--- src/rtl/usb_pkg.sv ---
// usb_pkg: shared USB transmit constants, state type and helper function
// Contents: PID codes, SYNC byte, CRC16 polynomial/init, tx FSM states, 16-bit bit reversal.
package usb_pkg;
   localparam logic [3:0] PID_ACK   = 4'h2;
   localparam logic [3:0] PID_NAK   = 4'hA;
   localparam logic [3:0] PID_STALL = 4'hE;
   localparam logic [3:0] PID_DATA0 = 4'h3;
   localparam logic [3:0] PID_DATA1 = 4'hB;
   localparam logic [7:0] SYNC_BYTE = 8'h80;
   localparam logic [15:0] CRC16_POLY = 16'h8005;
   localparam logic [15:0] CRC16_INIT = 16'hFFFF;
   typedef enum logic [2:0] {
      ST_IDLE, ST_SYNC, ST_PID, ST_DATA, ST_CRC, ST_EOP_SE0, ST_EOP_J
   } tx_state_e;
   function automatic logic [15:0] rev16(input logic [15:0] v);
      for (int i = 0; i < 16; i++) rev16[i] = v[15-i];
   endfunction
endpackage

--- src/rtl/usb_crc16.sv ---
// usb_crc16: serial CRC16 (poly 0x8005, init 0xFFFF), one payload bit per enable, LSB-first data
// Ports: clk/rst clock and async reset; init reloads the seed; en shifts in din;
// crc is the register bit-reversed, so crc[0] is the first bit to put on the wire.
module usb_crc16
   import usb_pkg::*;
(
   input  logic        clk,
   input  logic        rst,
   input  logic        init,
   input  logic        en,
   input  logic        din,
   output logic [15:0] crc
);
   logic [15:0] r;
   always_ff @(posedge clk or posedge rst) begin
      if (rst) r <= CRC16_INIT;
      else if (init) r <= CRC16_INIT;
      else if (en) r <= {r[14:0], 1'b0} ^ ((r[15] ^ din) ? CRC16_POLY : 16'h0000);
   end
   assign crc = rev16(r);
endmodule

--- src/rtl/usb_fs_tx.sv ---
// usb_fs_tx: USB packet transmitter emitting SYNC, PID, payload, optional CRC16 and EOP with bit stuffing and NRZI
// Ports: useClk/reset clock and async reset; tx_start/tx_pid/tx_zlp request a packet;
// tx_data/tx_valid/tx_last/tx_ready payload stream; tx_busy/tx_done/tx_err status; dp/dn/oe line drive.
// Build option: define USB_TX_CRC16_EN to append a generated CRC16 to DATAx packets.
module usb_fs_tx
   import usb_pkg::*;
#(
   parameter int CLK_DIV     = 10,
   parameter bit LOW_SPEED   = 1'b0,
   parameter int STUFF_LIMIT = 6
) (
   input  logic       useClk,
   input  logic       reset,
   input  logic       tx_start,
   input  logic [3:0] tx_pid,
   input  logic       tx_zlp,
   input  logic [7:0] tx_data,
   input  logic       tx_valid,
   input  logic       tx_last,
   output logic       tx_ready,
   output logic       tx_busy,
   output logic       tx_done,
   output logic       tx_err,
   output logic       dp,
   output logic       dn,
   output logic       oe
);
   localparam int OW = $clog2(STUFF_LIMIT + 1);
   tx_state_e state, state_n;
   logic [7:0] cnt, cnt_n;
   logic [3:0] idx, idx_n, pid, pid_n;
   logic [15:0] sh, sh_n;
   logic [OW-1:0] ones, ones_n;
   logic zlp, zlp_n, last, last_n, level, level_n, oe_n, done, done_n;
   logic strobe, stuff, emit;
   assign strobe = (state != ST_IDLE) && (cnt == 8'(CLK_DIV - 1));
   // a stuffed 0 takes precedence over whatever would come next, including the EOP
   assign stuff = strobe && (state inside {ST_SYNC, ST_PID, ST_DATA, ST_CRC}) && (ones == OW'(STUFF_LIMIT));
`ifdef USB_TX_CRC16_EN
   logic [15:0] crc;
   usb_crc16 u_crc (
      .clk(useClk),
      .rst(reset),
      .init(state == ST_IDLE),
      .en(emit && !stuff && state_n == ST_DATA),
      .din(sh_n[0]),
      .crc(crc)
   );
`endif
   always_comb begin
      state_n = state;
      cnt_n = strobe ? 8'd0 : cnt + 8'd1;
      idx_n = idx;
      sh_n = sh;
      pid_n = pid;
      zlp_n = zlp;
      last_n = last;
      level_n = level;
      oe_n = oe;
      ones_n = ones;
      done_n = 1'b0;
      emit = stuff;
      tx_ready = 1'b0;
      tx_err = 1'b0;
      case (state)
         ST_IDLE: begin
            cnt_n = 8'd0;
            if (tx_start) begin
               state_n = ST_SYNC;
               idx_n = 4'd0;
               sh_n = {8'h00, SYNC_BYTE};
               pid_n = tx_pid;
               zlp_n = tx_zlp;
               last_n = 1'b0;
               ones_n = '0;
               oe_n = 1'b1;
               emit = 1'b1;
            end
         end
         ST_EOP_SE0: if (strobe) begin
            idx_n = idx + 4'd1;
            if (idx == 4'd1) begin
               state_n = ST_EOP_J;
               level_n = 1'b1;
            end
         end
         ST_EOP_J: if (strobe) begin
            state_n = ST_IDLE;
            oe_n = 1'b0;
            done_n = 1'b1;
         end
         default: if (strobe && !stuff) begin
            if (idx != (state == ST_CRC ? 4'd15 : 4'd7)) begin
               idx_n = idx + 4'd1;
               sh_n = sh >> 1;
               emit = 1'b1;
            end else begin
               idx_n = 4'd0;
               if (state == ST_SYNC) begin
                  state_n = ST_PID;
                  sh_n = {8'h00, ~pid, pid};
                  emit = 1'b1;
               end else if (state != ST_CRC && pid[1:0] == 2'b11 && !zlp && !last) begin
                  tx_ready = 1'b1;
                  if (tx_valid) begin
                     state_n = ST_DATA;
                     sh_n = {8'h00, tx_data};
                     last_n = tx_last;
                     emit = 1'b1;
                  end else begin
                     state_n = ST_EOP_SE0;
                     tx_err = 1'b1;
                  end
               end
`ifdef USB_TX_CRC16_EN
               else if (state != ST_CRC && pid[1:0] == 2'b11) begin
                  state_n = ST_CRC;
                  sh_n = ~crc;
                  emit = 1'b1;
               end
`endif
               else state_n = ST_EOP_SE0;
            end
         end
      endcase
      // NRZI: level 1 means J; a 0 (data or stuffed) toggles the line
      if (emit) begin
         level_n = (stuff || !sh_n[0]) ? ~level : level;
         ones_n = (stuff || !sh_n[0]) ? '0 : ones + 1'b1;
      end
   end
   always_ff @(posedge useClk or posedge reset) begin
      if (reset) begin
         state <= ST_IDLE;
         cnt <= '0;
         idx <= '0;
         sh <= '0;
         pid <= '0;
         zlp <= 1'b0;
         last <= 1'b0;
         level <= 1'b1;
         oe <= 1'b0;
         ones <= '0;
         done <= 1'b0;
      end else begin
         state <= state_n;
         cnt <= cnt_n;
         idx <= idx_n;
         sh <= sh_n;
         pid <= pid_n;
         zlp <= zlp_n;
         last <= last_n;
         level <= level_n;
         oe <= oe_n;
         ones <= ones_n;
         done <= done_n;
      end
   end
   assign tx_busy = state != ST_IDLE;
   assign tx_done = done;
   assign dp = (state == ST_EOP_SE0) ? 1'b0 : level ^ LOW_SPEED;
   assign dn = (state == ST_EOP_SE0) ? 1'b0 : ~(level ^ LOW_SPEED);
endmodule

--- config.mk ---
export PLATFORM = sky130hd
export DESIGN_NAME = usb_fs_tx
export DESIGN_NICKNAME = d
export VERILOG_FILES = /design/src/rtl/usb_pkg.sv /design/src/rtl/usb_crc16.sv /design/src/rtl/usb_fs_tx.sv
export SDC_FILE = /design/constraint.sdc
export NUM_CORES = 1
export LEC_CHECK = 0
export CORE_MARGIN = 5
export CORE_UTILIZATION = 25
export CTS_CLUSTER_SIZE = 25
export DETAILED_ROUTE_END_ITERATION = 6
export HOLD_SLACK_MARGIN = 0.02
export PLACE_DENSITY = 0.44
export SLEW_MARGIN = 20
export SYNTH_ARGS = -nofsm -noshare
export SYNTH_HDL_FRONTEND = slang
export SYNTH_SLANG_ARGS = --single-unit
--- constraint.sdc ---
create_clock -name useClk -period 6.55 [get_ports useClk]
set_input_delay 0.9825 -clock useClk [delete_from_list [all_inputs] [get_ports useClk]]
set_output_delay 0.9825 -clock useClk [all_outputs]
set_load 0.01 [all_outputs]
==> flow_summary.yaml, run 1 <==
run_status:
  status: "finished, final reports clean"
yosys:
  syn_area_sq_mm: 0.00244
  ys_ff_latch: 42
  netlist-cell-type-count: 62
  synth_cells: 257
  synth_area_per_cell_sq_um: 9.48
  ys_seq_area_share_pct: 43.2
  yosys_warnings: 0
  ys_dominant_reg_cell: "dfrtp_1"
  synth_nets: 281
  synth-async-reset-ratio_pct: 100
  synth_edf_count: 0
worst_setup_path:
  arrival_ps: 2980
  crit_required_ps: 5570
  r2r_cells: 7
  reg2reg_slack_ps: 3900
  cp-start-kind: "flop"
  end_kind: "output pin"
  worstSetupStartpoint: "state[2]$_DFFE_PP0P_"
  timing.rr.end: "ones[2]$_DFFE_PP0P_"
  crit_fanout: 22
  timing.rr.start: "state[0]$_DFFE_PP0P_"
  worst-setup-path-type: "reg2out"
  crit_path_end: "tx_err"
timing:
  setup_viol: 0
  final.setup.tns_ps: 0
  finalHoldViolations: 0
  worst_pin_slew_ps: 721
  hold_ws_ps: 478
  fin_crit_ps: 3970
  fin_skew_ps: 4.29
  drv_slew: 0
  rsz0062_at_grt: "false"
  slew_headroom_pct: 51.5
  min_period_over_period_pct: 60.6
  fmax_ghz: 0.252
  layout_setup_ws_ps: 2580
cts:
  cts_htree_levels: 2
  cts_buffers: 5
  clock_path_buffers: 2
  cts_sinks: 42
  cts-root-buf: "clkbuf_8"
  clk_pin_slew_ps: 80
  clk_latency_ps: 300
  ctsResizeCount: 0
  cts_tree: "done"
  cts_hold_buf: 0
  cts_setup_buffers: 0
drt:
  wl_mm: 5.80
  route.detailed.drc: 0
  wl_per_cell_microns: 14.0
  drtIter0Drc: 56
  detail-route-antenna-nets: 0
  viasPerCell: 4.73
  vias: 1963
  drt_pre_antenna_iters: 4
finish:
  syn_to_final_growth_pct: 19.3
  multi_input_area_sq_mm: 0.00130
  layout.nets: 305
  drive_gt1_share_pct: 9.57
  stdcell_count: 415
  diodes: 0
  seq_area_sq_mm: 0.00105
  postLayoutCoreUtil_pct: 30.2
  fillers: 1060
placement:
  dp.cells: 407
  gp_congestion: 0.792
  port_buffers: 24
  dp_slack_ps: 2920
  hpwl_mm: 4.18
flow_run:
  cap_violations: 0
pwr:
  swShare_pct: 41.8
  peakVddDrop_mv: 0.0890
  power.clock.fraction_pct: 17.3
  p_leak_nw: 1.24
  p_seq_share_pct: 41.2
  p_int_w: 0.000601
  pwr-share-comb_pct: 41.4
  switching_power_w: 0.000432
  p_per_area_mw_per_mm2: 355
hold_path:
  hold_path.class: "reg2reg"
global_route:
  grt_max_degree: 43
  grt_usage_pct: 10.6
  first_global_vias: 1880
  grt_first_pass_wirelength_mm: 9.82
  grt_antenna_before_repair: 0
  grt-ovfl-total: 0
die:
  rows: 36
  start_util_pct: 25.3
  core-area_sq_mm: 0.00964
  io_pins: 25
  dieArea_sq_mm: 0.0118
  fp.dieH_microns: 109
  die_w_microns: 109
[metal layers]
metal | vias to the layer above | track usage (%) | part of all wire, % | wire length [microns]
met5 | - | 0 | 0 | 0
met4 | 0 | 3.25 | 1.1 | 63
met3 | 4 | 2.01 | 3.8 | 222
met2 | 33 | 15.5 | 44 | 2560
met1 | 949 | 15.6 | 51 | 2950
li1 | 977 | - | - | -
[registers in the layout (all words and copies together), names as in the netlist, 3 cells and up]
signal  flops
ones        3
cnt         8
state       3
pid         4
sh         15
idx         4
[worst max-delay path, stage by stage, from the launching register on]
cell             delay (ps)
dfrtp_1                 720
nor3b_2                 350
mux2i_2                 230
buf_4                   280
and4b_1                 260
and3_1                  180
nor2b_1                 120
clkdlybuf4s50_1         540
[through the flow]
step,cell area [sq um],power (W)
floorplan,2440,0.000741
global route,2910,0.00113
detailed placement,2810,0.000865
global placement,2810,0.000865
finish,2910,0.00103
CTS,2910,0.00105
[logic make-up (layout without fill, tap and decap cells)]
logic type | count (synthesis) | count (layout) | share of synthesized area (%)
AO/OA/AOI/OAI | 69 | 69 | 21.9
XOR/XNOR | 8 | 8 | 2.87
adder cells (fa/ha/maj) | 6 | 6 | 3.08
buffers and inverters | 18 | 43 | 3.34
flip-flops | 42 | 42 | 43.2
multiplexers | 6 | 6 | 2.77
AND/OR/NAND/NOR | 108 | 108 | 22.9
[how the worst min path moves through the flow]
stage / from / slack (ps) / depth (start not counted) / to
after CTS: sh[1]$_DFFE_PP0P_ / 480 / 1 / sh[1]$_DFFE_PP0P_
final: sh[1]$_DFFE_PP0P_ / 480 / 1 / sh[1]$_DFFE_PP0P_
after global routing: zlp$_DFFE_PP0P_ / 510 / 2 / zlp$_DFFE_PP0P_
after floorplan: zlp$_DFFE_PP0P_ / 440 / 2 / zlp$_DFFE_PP0P_
after global placement: sh[1]$_DFFE_PP0P_ / 460 / 1 / sh[1]$_DFFE_PP0P_
after detailed placement: sh[1]$_DFFE_PP0P_ / 460 / 1 / sh[1]$_DFFE_PP0P_
[layout make-up]
type | instances | share of cell area [%]
clock inverters | 2 | 0.430
well taps | 133 | 5.73
repair buffers | 26 | 8.78
inverters | 9 | 1.16
flip-flops and latches | 42 | 36.2
clock buffers | 6 | 2.84
multi-input cells | 197 | 44.9
[placed cells by master (no fill, tap or decap), types with 2 or more instances in the layout]
| cell | instances |
|---|---|
| buf_4 | 2 |
| clkdlybuf4s50_1 | 24 |
| dfrtp_1 | 41 |
| nor2_1 | 29 |
| a211oi_1 | 4 |
| mux2_2 | 3 |
| and3_1 | 4 |
| a22o_1 | 6 |
| nor3b_2 | 2 |
| a31oi_1 | 5 |
| inv_1 | 8 |
| nand3_1 | 10 |
| o21ai_0 | 13 |
| nor2b_1 | 6 |
| nand2_1 | 35 |
| nor3_1 | 3 |
| nand3b_1 | 3 |
| a32oi_1 | 3 |
| o211ai_1 | 4 |
| xor2_1 | 7 |
| a21o_1 | 5 |
| a21boi_0 | 2 |
| o31ai_1 | 2 |
| ha_1 | 6 |
| and2_1 | 2 |
| clkbuf_8 | 6 |
| a21oi_1 | 10 |
| mux2i_1 | 2 |
[cells in the mapped netlist, drive strengths merged (2+ instances only)]
master | n | share of area, %
a211oi | 4 | 1.2
a21boi | 2 | 0.62
a21o | 5 | 1.5
a21oi | 10 | 2.1
a221oi | 2 | 1.7
a22o | 6 | 2.2
a31oi | 5 | 1.3
a32oi | 3 | 1.1
and2 | 3 | 0.77
and3 | 4 | 1.0
buf | 6 | 1.5
clkbuf | 3 | 0.46
dfrtp | 41 | 42
ha | 6 | 3.1
inv | 9 | 1.4
mux2 | 3 | 1.4
mux2i | 3 | 1.4
nand2 | 35 | 5.4
nand3 | 10 | 2.1
nand3b | 3 | 0.92
nor2 | 30 | 4.9
nor2b | 6 | 1.5
nor3 | 3 | 0.62
nor3b | 3 | 1.3
o211ai | 4 | 1.2
o21ai | 13 | 2.7
o31ai | 2 | 0.62
or2 | 2 | 0.51
or3 | 2 | 0.72
xor2 | 7 | 2.5
[power by group through the flow]
| stage | Clock [W] | Sequential [W] | Combinational, W |
|---|---|---|---|
| after CTS | 0.000188 | 0.000427 | 0.000434 |
| after detailed placement | 0 | 0.000433 | 0.000432 |
| after global routing | 0.000202 | 0.000442 | 0.000484 |
| after global placement | 0 | 0.000429 | 0.000436 |
| final | 0.000179 | 0.000426 | 0.000428 |
| after floorplan | 0 | 0.000381 | 0.000360 |
(Power assumes the default switching activity.)
==> run 2, diff against run 1 <==
==> constraint.sdc (replaced) <==
create_clock -name useClk -period 3.9 [get_ports useClk]
set_input_delay 0.585 -clock useClk [delete_from_list [all_inputs] [get_ports useClk]]
set_output_delay 0.585 -clock useClk [all_outputs]
set_load 0.01 [all_outputs]
==> run 2 against run 1 <==
Effect of this change: worst hold slack got worse by 4.8 ps; worst setup slack got worse by 2000 ps; routed wire length increased by 5.0%; clock skew increased by 4.2 ps; cell count increased by 0.24%; sequential power increased by 69%; critical endpoint unchanged; largest cell class unchanged; highest routed layer unchanged.
==> flow_summary.yaml, run 2 (synthesized netlist as in run 1, its figures left out) <==
run_status:
  status: "finished, final reports clean"
worst_setup_path:
  cpMaxStageDelayCell: "dfrtp_1"
  cp.depth: 6
  reg2reg_slack_ps: 1270
  crit_chain: "nor3b_2 -> mux2i_2 -> and4b_1 -> and3_1 -> nor2b_1 -> clkdlybuf4s50_1"
  r2r_cells: 7
  worst-path-buf-inv: 1
  cpPeakStageDelay_ps: 690
  crit_family: "simple AND/OR/NAND/NOR gates"
  crit_required_ps: 3310
  timing.rr.start: "state[2]$_DFFE_PP0P_"
  crit_fanout: 17
  timing.rr.end: "ones[2]$_DFFE_PP0P_"
  cp-start-kind: "flop"
  arrival_ps: 2700
  end_kind: "output pin"
  worst-setup-path-type: "reg2out"
global_route:
  gr-usage-met1_pct: 16.5
  busiest_layer: "met1"
  grt_antenna_before_repair: 0
  grt_use_met2_pct: 16.2
  grt-ovfl-total: 0
  grt_usage_pct: 11.1
  first_global_vias: 1949
  use_met3_pct: 2.19
  grt_max_degree: 43
  grt_first_pass_wirelength_mm: 10.3
timing:
  final.setup.tns_ps: 0
  rsz0062_at_grt: "false"
  fin_skew_ps: 8.53
  fin_crit_ps: 3280
  hold_ws_ps: 473
  slew_headroom_pct: 49.5
  setup_viol: 0
  worst_pin_slew_ps: 752
  min_period_over_period_pct: 84.2
  drv_slew: 0
  fmax_ghz: 0.305
  finalHoldViolations: 0
cts:
  cts_hold_buf: 0
  ctsResizeCount: 0
  cts_setup_buffers: 0
  clk_pin_slew_ps: 90
  cts_buffers: 5
  cts_htree_levels: 2
  clk_latency_ps: 290
  clock_path_buffers: 2
  cts-root-buf: "clkbuf_8"
  cts_tree: "done"
  cts_sinks: 42
finish:
  layout.nets: 306
  diodes: 0
  drive_gt1_share_pct: 9.89
  top_regs: "sh: 15 flops, cnt: 8 flops"
  final_common_cell: "dfrtp_1"
  stdcell_count: 416
  final_cell_mix: "dfrtp_1 (41), nand2_1 (35), nor2_1 (29)"
  syn_to_final_growth_pct: 19.6
  top_register: "sh"
  largest_reg_flops: 15
  fillers: 1044
drt:
  viasPerCell: 4.79
  vias: 1992
  wl_mm: 6.09
  route.detailed.drc: 0
  drtIter0Drc: 84
  wl_per_cell_microns: 14.6
  drt_pre_antenna_iters: 4
  detail-route-antenna-nets: 0
placement:
  port_buffers: 24
  hpwl_mm: 4.44
  gp_congestion: 0.827
  dp.cells: 408
pwr:
  p_leak_nw: 1.25
  p_per_area_mw_per_mm2: 602
  peakVddDrop_mv: 0.159
  p_total_w: 0.00175
hold_path:
  whs_path_depth: 1
  hp-start: "sh[1]$_DFFE_PP0P_"
  hold_path.class: "reg2reg"
  holdPathEnd: "sh[1]$_DFFE_PP0P_"
die:
  fp.dieH_microns: 109
  rows: 36
  die_w_microns: 109
  start_util_pct: 25.3
  core-area_sq_mm: 0.00964
  io_pins: 25
  dieArea_sq_mm: 0.0118
flow_run:
  cap_violations: 0
## run 2: changes by cell type in the layout (fill, tap and decap cells not counted)
cell and delta:
buf_4 +1
## run 2: per-layer routing
metal,share of wire [%],vias to the layer above
li1,-,980
met1,49,950
met2,45,57
met3,5.4,5
met4,1.1,0
met5,0,-
## run 2: worst max path at each step
stage,from,to
detailed placement,state[2]$_DFFE_PP0P_,tx_err
floorplan,cnt[1]$_DFF_PP0_,tx_err
CTS,state[2]$_DFFE_PP0P_,tx_err
global route,state[0]$_DFFE_PP0P_,tx_err
global placement,state[2]$_DFFE_PP0P_,tx_err
finish,state[2]$_DFFE_PP0P_,tx_err
## run 2: power by group
part	switching [W]	internal, W
clock network	0.000157	0.000143
registers	0.000168	0.000550
logic	0.000415	0.000323
## run 2: area by class of cell
cell class / instances / area, sq um / area share, %
Sequential cell: 42 / 1050 / 36.1
Clock inverter: 2 / 12.5 / 0.429
Multi-Input combinational cell: 197 / 1300 / 44.7
Clock buffer: 6 / 82.6 / 2.83
Timing Repair Buffer: 27 / 263 / 9.02
Tap cell: 133 / 166 / 5.71
Inverter: 9 / 33.8 / 1.16
## run 2: metrics by stage
step | instance area [sq um] | setup slack, ps | util [%]
after global placement | 2820 | 1020 | 29.2
after floorplan | 2440 | 1610 | -
final | 2910 | 617 | 30.2
after CTS | 2910 | 599 | 30.2
after detailed placement | 2820 | 948 | 29.2
after global routing | 2910 | 407 | 30.2
==> run 3, diff against run 2 <==
==> constraint.sdc (replaced) <==
create_clock -name useClk -period 3.4 [get_ports useClk]
set_input_delay 0.51 -clock useClk [delete_from_list [all_inputs] [get_ports useClk]]
set_output_delay 0.51 -clock useClk [all_outputs]
set_load 0.01 [all_outputs]
==> run 3 against run 2 <==
Effect of this change: clock skew decreased by 3.6 ps; design area increased by 1.2%; cell count increased by 0.48%; sequential cell count unchanged; non-clock buffer count increased by 2; highest routed layer unchanged; sequential share of layout area decreased by 0.44 points; critical path type unchanged; largest power group unchanged; worst setup slack got worse by 340 ps.
==> flow_summary.yaml, run 3 (synthesized netlist as in run 1, its figures left out) <==
run_status:
  status: "finished, final reports clean"
drt:
  detail-route-antenna-nets: 0
  drt_pre_antenna_iters: 4
  wl_per_cell_microns: 14.4
  wl_mm: 6.02
  route.detailed.drc: 0
  drtIter0Drc: 67
  viasPerCell: 4.79
  vias: 2001
cts:
  cts-root-buf: "clkbuf_8"
  cts_sinks: 42
  ctsResizeCount: 0
  clk_pin_slew_ps: 80
  cts_buffers: 5
  cts_setup_buffers: 0
  cts_hold_buf: 0
  clock_path_buffers: 2
  clk_latency_ps: 290
  cts_tree: "done"
  cts_htree_levels: 2
worst_setup_path:
  crit_chain: "inv_1 -> ha_1 -> nor4b_4 -> nand2_1 -> and4b_1 -> and3_1 -> nor2b_1 -> clkdlybuf4s50_1"
  crit_family: "simple AND/OR/NAND/NOR gates"
  end_kind: "output pin"
  cpPeakStageDelay_ps: 550
  cp-start-kind: "flop"
  crit_fanout: 9
  worst-path-buf-inv: 2
  cpMaxStageDelayCell: "clkdlybuf4s50_1"
  crit_required_ps: 2890
  arrival_ps: 2610
  worst-setup-path-type: "reg2out"
timing:
  setup_viol: 0
  fin_skew_ps: 4.89
  slew_headroom_pct: 52.6
  layout_setup_ws_ps: 280
  hold_ws_ps: 475
  fmax_ghz: 0.321
  rsz0062_at_grt: "false"
  min_period_over_period_pct: 91.8
  worst_pin_slew_ps: 706
  finalHoldViolations: 0
  fin_crit_ps: 3120
  final.setup.tns_ps: 0
  drv_slew: 0
die:
  rows: 36
  io_pins: 25
  die_w_microns: 109
  start_util_pct: 25.3
  dieArea_sq_mm: 0.0118
  core-area_sq_mm: 0.00964
  fp.dieH_microns: 109
global_route:
  grt_first_pass_wirelength_mm: 10.3
  grt_max_degree: 43
  grt_antenna_before_repair: 0
  gr-usage-met1_pct: 16.2
  grt_usage_pct: 11.0
  grt-ovfl-total: 0
  first_global_vias: 1964
  use_met3_pct: 2.13
  grt_use_met2_pct: 16.2
  busiest_layer: "met1"
finish:
  largest_reg_flops: 15
  final_common_cell: "dfrtp_1"
  final_cell_mix: "dfrtp_1 (41), nand2_1 (35), nor2_1 (29)"
  drive_gt1_share_pct: 10.2
  fillers: 1014
  layout.nets: 308
  multi_input_area_sq_mm: 0.00130
  diodes: 0
  top_register: "sh"
  syn_to_final_growth_pct: 21.0
  seq_area_sq_mm: 0.00105
  postLayoutCoreUtil_pct: 30.6
  top_regs: "sh: 15 flops, cnt: 8 flops"
flow_run:
  cap_violations: 0
placement:
  port_buffers: 24
  dp_slack_ps: 578
  hpwl_mm: 4.42
  gp_congestion: 0.800
hold_path:
  hold_path.class: "reg2reg"
pwr:
  peakVddDrop_mv: 0.198
  p_per_area_mw_per_mm2: 717
  p_leak_nw: 1.27
  p_total_w: 0.00211
[run 3: per-layer routing]
layer  share of wire, %  wire length (microns)
met4                1.1                     69
met2                 44                   2620
met5                  0                      0
met1                 51                   3050
met3                4.5                    269
[run 3: metrics by stage]
step | area, sq um | cells
floorplan | 2440 | 257
detailed placement | 2830 | 410
global placement | 2830 | 410
CTS | 2950 | 418
global route | 2950 | 418
finish | 2950 | 418
[run 3: path summary, 6_finish.rpt]
check | startpoint | endpoint | slack [ps] | depth (start not counted)
max | cnt[1]$_DFF_PP0_ | tx_err | 280 | 8
min | zlp$_DFFE_PP0P_ | zlp$_DFFE_PP0P_ | 480 | 2
max reg2reg | state[0]$_DFFE_PP0P_ | ones[1]$_DFFE_PP0P_ | 850 | 7
min reg2reg | zlp$_DFFE_PP0P_ | zlp$_DFFE_PP0P_ | 480 | 2
max in group asynchronous | reset | pid[1]$_DFFE_PP0P_ | 2360 | 3
min in group asynchronous | reset | cnt[3]$_DFF_PP0_ | 660 | 3
[run 3: area by class of cell]
class                           count  share of cell area (%)
Clock buffer                        7                    2.93
Clock inverter                      1                    1.02
Inverter                            9                    1.15
Multi-Input combinational cell    197                    44.2
Sequential cell                    42                    35.7
Tap cell                          133                    5.64
Timing Repair Buffer               29                    9.41
[run 3: worst register-to-register path, delay by kind of cell (launching register included)]
family	cells	cell delay [ps]
DFF	1	530
buffers and inverters	1	250
and+or+nand+nor	4	1330
AOI/OAI and AO/OA	2	340
[run 3: power breakdown]
| group | internal (W) | switching (W) |
|---|---|---|
| registers | 0.000632 | 0.000164 |
| clock network | 0.000240 | 0.000179 |
| logic | 0.000385 | 0.000515 |
| total | 0.00126 | 0.000858 |
==> RTL change 1, RTL diff (flow settings as in run 3) <==
`STUFF_LIMIT`: 6 -> 7.
--- a/src/rtl/usb_fs_tx.sv
+++ b/src/rtl/usb_fs_tx.sv
@@ -9,3 +9,3 @@
    parameter bit LOW_SPEED   = 1'b0,
-   parameter int STUFF_LIMIT = 6
+   parameter int STUFF_LIMIT = 7
 ) (
Behaviour: no difference found for any inputs over 10 cycles, from zero or initial values and one cycle with reset high; that may be too few to reach the edited logic, so the function may still have changed.
==> RTL change 1 against run 3 <==
Synthesized area down 3.7%; sequential cell count is the same; final area fell by 3.4%; sequential share of layout area rose by 1.2 points; clock power fell by 8.8%; setup slack got worse by 0.043 ns; routed wire length fell by 3.7%; total power fell by 2.2%; critical endpoint unchanged.
==> RTL change 1: results <==
group,metric,value,unit
synth,synth_nets,269,
grt,grt.total_usage,10.9,%
synth,netlist.area_leader.share,43.7,%
sta,finClkSkew,0.00684,ns
status,status,"complete, no violations",
placement,dp_slack,0.466,ns
grt,grt_pass1_vias,1934,
synth,yosysUniqueCellTypes,49,
drt,m1WireLength,2930,µm
drt,drt-initial-drc-count,111,
setup_path,slowest_delay,0.57,ns
drt,routed-wl-met2,2700,µm
setup_path,cp_data_arrival_time,2.65,ns
synth,ys_top_cells_by_count,"dfrtp_1, nor2_1, a21oi_1, nand2_1, inv_1",
placement,gp_congestion,0.797,
finish,drive_above_1_share,13.5,%
placement,dp_hpwl,4320,µm
drt,wl_met3,142,µm
setup_path,cp_max_fo,4,
finish,fillers,992,
synth,ys_top_cells_by_area,"dfrtp_1, nor2_1, a21oi_1, a22o_1, ha_1",
finish,final-instance-count-excl-fill,386,
synth,syn_avg_cell_area,9.58,µm²
drt,wirelength,5800,µm
synth,yosysSeqAreaShare,44.9,%
pwr,ir_drop,0.000204,V
grt,grt_max_degree,30,
RTL change 1: worst reg2reg max path, delay by kind of cell, from the launching register on:
family,cells,cell delay (ns)
muxes,1,0.26
and+or+nand+nor,2,0.66
buffers and inverters,1,0.29
AOI/OAI and AO/OA,3,0.78
DFF,1,0.51
RTL change 1: logic make-up after synthesis:
group	count (synthesis)	share of synthesized area, %
and+or+nand+nor	86	18.9
AOI/OAI and AO/OA	72	22.4
xor gates and xnor gates	8	2.99
adders and majority gates	6	3.20
DFF	42	44.9
buffers and inverters	24	4.16
muxes	7	3.47
RTL change 1: power by group:
part	internal, mW	total (mW)	switching (mW)
clock network	0.205	0.382	0.177
registers	0.635	0.759	0.125
logic	0.397	0.926	0.528
total	1.24	2.07	0.830
RTL change 1: through the flow:
stage | instance area [µm²] | hold WS, ns
after floorplan | 2350 | 0.451
after global placement | 2740 | 0.470
after detailed placement | 2740 | 0.475
after CTS | 2850 | 0.491
after global routing | 2850 | 0.522
final | 2850 | 0.487
RTL change 1: cell type report:
class / count / share of cell area (%)
clock buffers: 8 / 3.86
inverters: 14 / 1.89
multi-input cells: 179 / 41.9
flip-flops and latches: 42 / 36.9
well taps: 111 / 4.87
repair buffers: 32 / 10.5
RTL change 1: worst paths after layout:
check / from / to / slack [ns]
max in group asynchronous: reset / level / 2.19
min in group asynchronous: reset / sh[10] / 0.57
worst min-delay path: ones[1] / ones[1] / 0.49
worst max register to register: state[0] / ones[1] / 0.78
worst max-delay path: cnt[1] / tx_err / 0.24
worst min register to register: ones[1] / ones[1] / 0.49
RTL change 1: routing by layer:
layer / global-route usage (%) / vias to the layer above
li1: - / 935
met1: 15.5 / 882
met2: 17.0 / 20
met3: 1.81 / 2
met4: 3.01 / 0
met5: 0 / -
==> RTL change 2, RTL diff (config.mk and constraints of run 3) <==
Without the edit above. Make the reset (`reset`) synchronous in one clocked block. Comments in the files are not updated.
--- a/src/rtl/usb_fs_tx.sv
+++ b/src/rtl/usb_fs_tx.sv
@@ -131,3 +131,3 @@
    end
-   always_ff @(posedge useClk or posedge reset) begin
+   always_ff @(posedge useClk) begin
       if (reset) begin
Check against the original RTL: differs if reset is asserted again (counterexample within 4 cycles, from zero or initial values and one cycle with reset high); with reset held inactive, the same outputs for 10 cycles.
==> RTL change 2 against run 3 <==
Via count rose by 6.1%; sequential cell count stayed put; synthesized area decreased by 0.98%; final area is 2.6% lower; routed wire length grew 2.6%; setup slack worse by 0.042 ns; highest routed layer unchanged.
Power is not compared: it rests on default switching activity, and its combinational part moved more than twofold at a synthesized area within 25%.
==> RTL change 2: results <==
group,metric,value,unit
synth,yosysTopAreaCell,"dfxtp_1",
pwr,ir_drop,0.000150,V
worst_hold_path,hp-start,"zlp",
setup_path,timing.rr.start,"state[2]",
synth,ys_top_cells_by_area,"dfxtp_1, a21oi_1, nand2_1, nor2_1, a22oi_1",
synth,yosysSeqAreaShare,34.8,%
finish,buffer_area_share,9.93,%
grt,grt.total_usage,10.9,%
placement,dp_cells,434,
placement,dp_hpwl,4650,µm
drt,drt-vias-per-instance,4.80,
synth,async_reset_ff_share,0,%
worst_hold_path,holdPathEnd,"zlp",
finish,seqCellArea,841,µm²
finish,final-instance-count-excl-fill,442,
sta,finClkSkew,0.0123,ns
grt,grt_max_degree,31,
clocking,clock_path_buffers,2,
sta,maxSlewHeadroom,59.8,%
status,status,"complete, no violations",
finish,fin_nets,336,
placement,gp_congestion,0.748,
grt,met2_usage,16.5,%
grt,grt_first_pass_wirelength,10100,µm
clocking,post_cts_resized,0,
finish,fillers,1017,
finish,multi_input_gates,224,
synth,ys_top_cells_by_count,"dfxtp_1, nand2_1, nor2_1, a21oi_1, o21ai_0",
drt,wl_met3,203,µm
synth,yosysUniqueCellTypes,65,
finish,multi_input_area_share,50.8,%
drt,routed-wl-met2,2760,µm
setup_path,cpMaxStageDelayCell,"dfxtp_1",
finish,signal_buffers,30,
setup_path,worst_r2r_path_depth,8,
drt,m1WireLength,3120,µm
setup_path,slowest_delay,0.71,ns
synth,syn_inst,292,
setup_path,cp_max_fo,17,
synth,synth_nets,316,
grt,grt_pass1_vias,1978,
finish,final-clk-cell-share,3.22,%
RTL change 2: cells by family (layout without fill, tap and decap cells):
kind of cell	count (synthesis)	count (layout)	share of synthesized area [%]
flip-flops	42	42	34.8
adder cells (fa/ha/maj)	6	6	3.11
buffers and inverters	26	47	4.67
XOR/XNOR	11	11	4.30
AND/OR/NAND/NOR	112	112	24.2
AO/OA/AOI/OAI	95	95	28.9
RTL change 2: how the worst max path moves through the flow:
stage                  start     end  slack [ns]  cells after the start
finish              state[2]  tx_err        0.24                      6
global route        state[2]  tx_err        0.05                      6
CTS                 state[2]  tx_err        0.22                      6
detailed placement  state[2]  tx_err        0.56                      6
global placement    state[2]  tx_err        0.60                      6
floorplan             cnt[0]  tx_err        1.23                      6
RTL change 2: stage by stage:
stage / area, µm² / setup WS [ns] / utilization [%] / hold slack, ns
after floorplan: 2410 / 1.23 / - / 0.432
after global placement: 2780 / 0.604 / 29.8 / 0.445
after detailed placement: 2780 / 0.560 / 29.8 / 0.449
after CTS: 2870 / 0.218 / 30.8 / 0.462
after global routing: 2870 / 0.0515 / 30.8 / 0.471
final: 2870 / 0.238 / 30.8 / 0.460
RTL change 2: power groups by stage:
stage          Clock [mW]  Combinational [mW]  Sequential [mW]
2_1_floorplan           0              0.0885            0.525
3_3_place_gp            0               0.143            0.529
3_5_place_dp            0               0.143            0.529
4_1_cts             0.357               0.143            0.518
5_1_grt             0.370               0.157            0.520
6_report            0.336               0.141            0.518
RTL change 2: worst max-delay path: cells and delay by family, from the launching register on:
| family | cells | cell delay, ns |
|---|---|---|
| XOR/XNOR | 1 | 0.19 |
| buffers and inverters | 1 | 0.54 |
| AND/OR/NAND/NOR | 4 | 0.90 |
| flip-flops | 1 | 0.71 |
